File: src/rtl/apb_pkg.sv
// Shared types and constants for the APB requester: FSM state encoding,
// bus widths, command/response structs and an address-alignment helper.
package apb_pkg;

   localparam int ADDR_WIDTH = 32;
   localparam int DATA_WIDTH = 32;
   localparam int ALIGNBITS  = 2;

   typedef enum logic [1:0] {
      IDLE   = 2'd0,
      SETUP  = 2'd1,
      ACCESS = 2'd2
   } state;

   typedef struct packed {
      logic                  write;
      logic [ADDR_WIDTH-1:0] addr;
      logic [DATA_WIDTH-1:0] wdata;
   } apb_cmd_t;

   typedef struct packed {
      logic [DATA_WIDTH-1:0] rdata;
      logic                  err;
   } apb_rsp_t;

   // True when the byte address is word aligned.
   function automatic logic validAlign(input logic [ADDR_WIDTH-1:0] addr);
      return (addr[ALIGNBITS-1:0] == '0);
   endfunction

endpackage

File: src/rtl/apb_requester_if.sv
// Command/response stream plus APB bus signals of the requester, grouped with
// master (requester side) and slave (sequencer + completer side) modports.
interface apb_requester_if #(
   parameter int ADDR_WIDTH = apb_pkg::ADDR_WIDTH,
   parameter int DATA_WIDTH = apb_pkg::DATA_WIDTH
);
   logic                  cmd_valid;
   logic                  cmd_ready;
   logic                  cmd_write;
   logic [ADDR_WIDTH-1:0] cmd_addr;
   logic [DATA_WIDTH-1:0] cmd_wdata;
   logic                  rsp_valid;
   logic [DATA_WIDTH-1:0] rsp_rdata;
   logic                  rsp_err;
   logic                  psel;
   logic                  penable;
   logic                  pwrite;
   logic [ADDR_WIDTH-1:0] paddr;
   logic [DATA_WIDTH-1:0] pwdata;
   logic                  pready;
   logic                  pslverr;
   logic [DATA_WIDTH-1:0] prdata;

   modport master (
      input  cmd_valid, cmd_write, cmd_addr, cmd_wdata, pready, pslverr, prdata,
      output cmd_ready, rsp_valid, rsp_rdata, rsp_err,
             psel, penable, pwrite, paddr, pwdata
   );

   modport slave (
      output cmd_valid, cmd_write, cmd_addr, cmd_wdata, pready, pslverr, prdata,
      input  cmd_ready, rsp_valid, rsp_rdata, rsp_err,
             psel, penable, pwrite, paddr, pwdata
   );
endinterface

File: src/rtl/apb_req_timeout.sv
// Wait-state counter for the APB requester: cleared before each ACCESS phase,
// counts stalled ACCESS cycles and saturates at TIMEOUT (o_expired).
module apb_req_timeout #(
   parameter int TIMEOUT = 16
) (
   input  logic clk,
   input  logic rst,
   input  logic i_clear,
   input  logic i_inc,
   output logic o_expired
);
   localparam int CW = $clog2(TIMEOUT + 1);

   logic [CW-1:0] r_count;

   always_ff @(posedge clk or posedge rst) begin
      if (rst)
         r_count <= '0;
      else if (i_clear)
         r_count <= '0;
      else if (i_inc && !o_expired)
         r_count <= r_count + 1'b1;
   end

   assign o_expired = (r_count == CW'(TIMEOUT));
endmodule

File: src/rtl/apb_requester.sv
// APB requester: turns a valid/ready command stream into SETUP/ACCESS transfers
// and returns one response per command. APB_REQ_TIMEOUT_EN adds a wait-state abort.
//
// state  | meaning
// IDLE   | bus idle, command accepted here
// SETUP  | psel=1, penable=0, registered command on the bus
// ACCESS | psel=1, penable=1, waiting for pready (or timeout)
module apb_requester #(
   parameter int ADDR_WIDTH = apb_pkg::ADDR_WIDTH,
   parameter int DATA_WIDTH = 32,
   parameter int TIMEOUT    = 16
) (
   input logic            pclk,
   input logic            preset,
   apb_requester_if.master bus
);
   import apb_pkg::*;

   state                  r_state;
   state                  w_next;
   logic                  r_pwrite;
   logic [ADDR_WIDTH-1:0] r_paddr;
   logic [DATA_WIDTH-1:0] r_pwdata;
   logic                  r_rsp_valid;
   logic                  r_rsp_err;
   logic [DATA_WIDTH-1:0] r_rsp_rdata;
   logic                  w_cmd_ready;
   logic                  w_accept;
   logic                  w_done;
   logic                  w_abort;

   if (TIMEOUT < 1) begin : g_bad_timeout
      $error("apb_requester: TIMEOUT must be >= 1");
   end

`ifdef APB_REQ_TIMEOUT_EN
   logic w_expired;

   apb_req_timeout #(.TIMEOUT(TIMEOUT)) u_timeout (
      .clk       (pclk),
      .rst       (preset),
      .i_clear   (r_state == SETUP),
      .i_inc     ((r_state == ACCESS) && !bus.pready),
      .o_expired (w_expired)
   );

   // Expiry wins over a late pready in the same cycle: the response is already the abort.
   assign w_abort = (r_state == ACCESS) && w_expired;
`else
   assign w_abort = 1'b0;
`endif

   assign w_cmd_ready = !preset &&
                        ((r_state == IDLE) ||
                         ((r_state == ACCESS) && bus.pready && !w_abort));
   assign w_accept    = bus.cmd_valid && w_cmd_ready;
   assign w_done      = (r_state == ACCESS) && bus.pready && !w_abort;

   always_ff @(posedge pclk or posedge preset) begin
      if (preset)
         r_state <= IDLE;
      else
         r_state <= w_next;
   end

   always_comb begin
      w_next = r_state;
      case (r_state)
         IDLE:    if (w_accept) w_next = SETUP;
         SETUP:   w_next = ACCESS;
         ACCESS: begin
            if (w_abort)
               w_next = IDLE;
            else if (bus.pready)
               w_next = w_accept ? SETUP : IDLE;
         end
         default: w_next = IDLE;
      endcase
   end

   always_ff @(posedge pclk or posedge preset) begin
      if (preset) begin
         r_pwrite <= 1'b0;
         r_paddr  <= '0;
         r_pwdata <= '0;
      end else if (w_accept) begin
         r_pwrite <= bus.cmd_write;
         r_paddr  <= bus.cmd_addr;
         r_pwdata <= bus.cmd_write ? bus.cmd_wdata : '0;
      end
   end

   always_ff @(posedge pclk or posedge preset) begin
      if (preset) begin
         r_rsp_valid <= 1'b0;
         r_rsp_err   <= 1'b0;
         r_rsp_rdata <= '0;
      end else begin
         r_rsp_valid <= w_done;
         r_rsp_err   <= w_done && bus.pslverr;
         r_rsp_rdata <= (w_done && !r_pwrite && !bus.pslverr) ? bus.prdata : '0;
      end
   end

   assign bus.cmd_ready = w_cmd_ready;
   assign bus.psel      = (r_state != IDLE);
   assign bus.penable   = (r_state == ACCESS);
   assign bus.pwrite    = r_pwrite;
   assign bus.paddr     = r_paddr;
   assign bus.pwdata    = r_pwdata;
   // r_rsp_* are zero during an abort cycle, so OR-ing in the abort is safe.
   assign bus.rsp_valid = r_rsp_valid | w_abort;
   assign bus.rsp_err   = r_rsp_err | w_abort;
   assign bus.rsp_rdata = r_rsp_rdata;
endmodule

File: src/flat_wrapper.sv
// flat-port wrapper written by rule: the top's interface ports become plain ports
module apb_requester_flat import apb_pkg::*;
#(
   parameter int ADDR_WIDTH = apb_pkg::ADDR_WIDTH,
   parameter int DATA_WIDTH = 32,
   parameter int TIMEOUT    = 16
)
  (pclk, preset, bus_cmd_valid, bus_cmd_write, bus_cmd_addr, bus_cmd_wdata, bus_pready, bus_pslverr, bus_prdata, bus_cmd_ready, bus_rsp_valid, bus_rsp_rdata, bus_rsp_err, bus_psel, bus_penable, bus_pwrite, bus_paddr, bus_pwdata);
  apb_requester_if #(.ADDR_WIDTH(ADDR_WIDTH), .DATA_WIDTH(DATA_WIDTH)) bus_i ();
  input logic pclk;
  input logic preset;
  input wire logic [$bits(bus_i.cmd_valid)-1:0] bus_cmd_valid;
  input wire logic [$bits(bus_i.cmd_write)-1:0] bus_cmd_write;
  input wire logic [$bits(bus_i.cmd_addr)-1:0] bus_cmd_addr;
  input wire logic [$bits(bus_i.cmd_wdata)-1:0] bus_cmd_wdata;
  input wire logic [$bits(bus_i.pready)-1:0] bus_pready;
  input wire logic [$bits(bus_i.pslverr)-1:0] bus_pslverr;
  input wire logic [$bits(bus_i.prdata)-1:0] bus_prdata;
  output wire logic [$bits(bus_i.cmd_ready)-1:0] bus_cmd_ready;
  output wire logic [$bits(bus_i.rsp_valid)-1:0] bus_rsp_valid;
  output wire logic [$bits(bus_i.rsp_rdata)-1:0] bus_rsp_rdata;
  output wire logic [$bits(bus_i.rsp_err)-1:0] bus_rsp_err;
  output wire logic [$bits(bus_i.psel)-1:0] bus_psel;
  output wire logic [$bits(bus_i.penable)-1:0] bus_penable;
  output wire logic [$bits(bus_i.pwrite)-1:0] bus_pwrite;
  output wire logic [$bits(bus_i.paddr)-1:0] bus_paddr;
  output wire logic [$bits(bus_i.pwdata)-1:0] bus_pwdata;
  assign bus_i.cmd_valid = bus_cmd_valid;
  assign bus_i.cmd_write = bus_cmd_write;
  assign bus_i.cmd_addr = bus_cmd_addr;
  assign bus_i.cmd_wdata = bus_cmd_wdata;
  assign bus_i.pready = bus_pready;
  assign bus_i.pslverr = bus_pslverr;
  assign bus_i.prdata = bus_prdata;
  assign bus_cmd_ready = bus_i.cmd_ready;
  assign bus_rsp_valid = bus_i.rsp_valid;
  assign bus_rsp_rdata = bus_i.rsp_rdata;
  assign bus_rsp_err = bus_i.rsp_err;
  assign bus_psel = bus_i.psel;
  assign bus_penable = bus_i.penable;
  assign bus_pwrite = bus_i.pwrite;
  assign bus_paddr = bus_i.paddr;
  assign bus_pwdata = bus_i.pwdata;
  apb_requester #(.ADDR_WIDTH(ADDR_WIDTH), .DATA_WIDTH(DATA_WIDTH), .TIMEOUT(TIMEOUT)) u_core (.pclk(pclk), .preset(preset), .bus(bus_i));
endmodule
File: config.mk
export PLATFORM = sky130hd
export DESIGN_NAME = apb_requester_flat
export DESIGN_NICKNAME = d
export VERILOG_FILES = /design/src/rtl/apb_pkg.sv /design/src/rtl/apb_requester_if.sv /design/src/rtl/apb_req_timeout.sv /design/src/rtl/apb_requester.sv /design/src/flat_wrapper.sv
export SDC_FILE = /design/constraint.sdc
export NUM_CORES = 1
export LEC_CHECK = 0
export BUFFER_PORTS_ARGS = -buffer_cell sky130_fd_sc_hd__buf_4
export CORE_AREA = 2 2 84 166
export DETAILED_ROUTE_END_ITERATION = 16
export DIE_AREA = 0 0 86 168
export PLACE_DENSITY = 0.55
export REMOVE_ABC_BUFFERS = 1
export SLEW_MARGIN = 15
export SYNTH_ARGS = -nofsm -noshare
export SYNTH_HDL_FRONTEND = slang
export SYNTH_SLANG_ARGS = --single-unit
File: constraint.sdc
create_clock -name pclk -period 2.9 [get_ports pclk]
set_input_delay 0 -clock pclk [delete_from_list [all_inputs] [get_ports pclk]]
set_output_delay 0 -clock pclk [all_outputs]
set_load 0.02 [all_outputs]
==> impl_metrics.ini <==
[drt]
drtIter0Drc = 80
via_per_inst = 4.18
firstDrtPassIters = 4
wl_um = 10800
vias = 3137
remaining_drc_errors = 0
antenna_left = 0
wl_per_cell_um = 14.4

[power]
peakVddDrop_uv = 363
power_density_nw_per_um2 = 615
leakage_nw = 3.46

[place]
dp_hpwl_um = 6870
placedInstanceArea_um2 = 5540
place_ws_ns = 1.06
dp.cells = 637
portBuffers = 203
place_congestion = 0.692

[flow_run]
maxCapViolations = 0

[layout]
area_delta_synth_final_pct = 77.8
drive_gt1_share_pct = 42.6
nFillCells = 1129
seqCellArea_um2 = 2530
design_area_um2 = 6880
n_antenna_cell = 0
final_cell_count_no_fill = 751
nets = 694
multi_input_area_um2 = 1110

[sta]
final_max_slew_viol_count = 0
slew_headroom_pct = 51.3
hold_violations = 0
period_share_pct = 62.7
grt_setup_unrepaired = false
fmax_mhz = 550
period_needed_ns = 1.82
worst_slack_ns = 1.08
finClkSkew_ns = 0.00790
setup_violations = 0
worst_pin_slew_ns = 0.731

[clock_tree]
clkTransAtPathRegs_ns = 0.07
clock_latency_ns = 0.34
cts.sinks = 101
clock_path_buffers = 2
cts.repair.resized = 0
htree_levels = 3
cts_buffers = 9
cts_tree = built
clock-root-buffer = clkbuf_16

[worst_setup_path]
worstPathArrival_ns = 2.04
critPathLaunch = u_core.r_state[1]
max_stage_delay_ns = 0.48
crit_path_start_kind = register
cp-end-kind = register
r2r-start = u_core.r_state[1]
required_ns = 3.12
crit_chain = a2111oi_4, buf_4, mux2_2
cp_max_fo = 35
critical_path_class = reg2reg
crit_slowest_cell = buf_4

[synthesis]
synthCells = 288
synth_warnings = 0
netlist_area_um2 = 3870
synth_seq_cells = 101
synth.distinct_cells = 19
seq_area_frac_synth_pct = 65.4
syn_area_per_cell_um2 = 13.4

[global_routing]
grt_usage_pct = 14.8
grt_max_degree = 58
grt_pass1_wl_um = 17000
grt.overflow.total = 0
antenna_found_initial = 0
grt_pass1_vias = 3252

[die]
initial_core_util_pct = 29.1
ios = 204
core_um2 = 13300
die_h_um = 168
rows = 60
dieArea_um2 = 14400
die_w_um = 86

[run_status]
status = finished, final reports clean

[hold_path]
hp-class = in2reg
min_from = bus_cmd_write
## cells by family (layout without fill, tap and decap cells)
| group | Yosys count | count (layout) | share of synthesized area, % |
|---|---|---|---|
| compound gates | 3 | 3 | 1.10 |
| buf+inv | 49 | 357 | 5.92 |
| flops | 101 | 101 | 65.4 |
| mux | 65 | 65 | 17.9 |
| simple gates | 70 | 70 | 9.74 |
## metrics by stage
step | power, mW | setup TNS (ns) | utilization [%] | hold WS, ns
after CTS | 4.28 | 0 | 51.8 | 0.0807
after global routing | 4.44 | 0 | 51.8 | 0.101
after detailed placement | 2.76 | 0 | 41.7 | 0.212
after global placement | 2.75 | 0 | 41.7 | 0.208
after floorplan | 2.24 | -53.20 | - | 0.0824
final | 4.23 | 0 | 51.8 | 0.0833
## critical path: cells and delay by family, from the launching register on
| kind | cells | cell delay [ns] |
|---|---|---|
| compound gates | 1 | 0.38 |
| buf+inv | 1 | 0.48 |
| flops | 1 | 0.44 |
| mux | 1 | 0.39 |
## registers in the layout, summed over array words and instances (netlist names)
register              count
u_core.bus.pwdata        32
u_core.bus.rsp_valid      1
u_core.bus.rsp_rdata     32
u_core.bus.paddr         32
u_core.bus.rsp_err        1
u_core.r_state            2
u_core.bus.pwrite         1
## report_power, final
group,internal [mW],switching (mW)
registers,1.61,0.118
clock network,0.865,0.519
logic,0.571,0.546
total,3.04,1.18
## final cells by class
type / count / area share (%)
clock buffer: 10 / 3.48
clock inverter: 5 / 1.55
inverter: 35 / 1.95
multi-input combinational: 138 / 16.2
sequential: 101 / 36.8
tap: 155 / 2.82
timing repair buffer: 307 / 37.3
## per-layer routing
metal  part of all wire, %  wire [µm]  up-vias  GRT usage (%)
met3                    12       1290       10           5.83
met1                    41       4460     1444           19.4
li1                      -          -     1508              -
met4                   1.1        123        0           4.76
met2                    46       4950      175           22.4
met5                     0          0        -              0
## cells in the final DEF (no fill, tap or decap), types with 3 or more instances in the layout
cell type / instances
and2_1: 33
buf_4: 207
bufinv_16: 3
clkbuf_16: 9
dfrtp_1: 101
dlygate4sd3_1: 99
inv_1: 33
mux2_1: 7
mux2_2: 26
mux2i_1: 32
nand2_1: 32
## cell usage after synthesis
library cell	count	area share [%]
dfrtp_1	101	65
inv_1	34	3.3
and2_1	33	5.3
mux2i_1	32	8.3
nand2_1	32	3.1
mux2_2	26	7.6
clkbuf_1	7	0.68
mux2_1	7	2.0
buf_6	5	1.5
buf_4	2	0.39
a2111oi_4	1	0.71
a211oi_1	1	0.19
a21o_1	1	0.19
and2b_1	1	0.19
and3_1	1	0.16
inv_2	1	0.097
nor2b_1	1	0.16
nor4b_4	1	0.61
or2_2	1	0.16
## path summary, 6_finish.rpt
path,end,slack [ns],cells after the start
worst min-delay path,u_core.bus.pwdata[7],0.08,3
worst min register to register,u_core.bus.paddr[3],0.50,1
max in group asynchronous,u_core.bus.pwdata[21],1.81,4
min in group asynchronous,u_core.bus.rsp_rdata[11],0.40,3
worst max register to register,u_core.bus.paddr[23],1.08,3
worst max-delay path,u_core.bus.paddr[23],1.08,3
## what timing repair did
action / in CTS / in global routing
hold endpoints to repair: 154 / 0
setup buffers: 0 / 0
hold buffers: 99 / 0
Power figures use the tool's default switching activity.
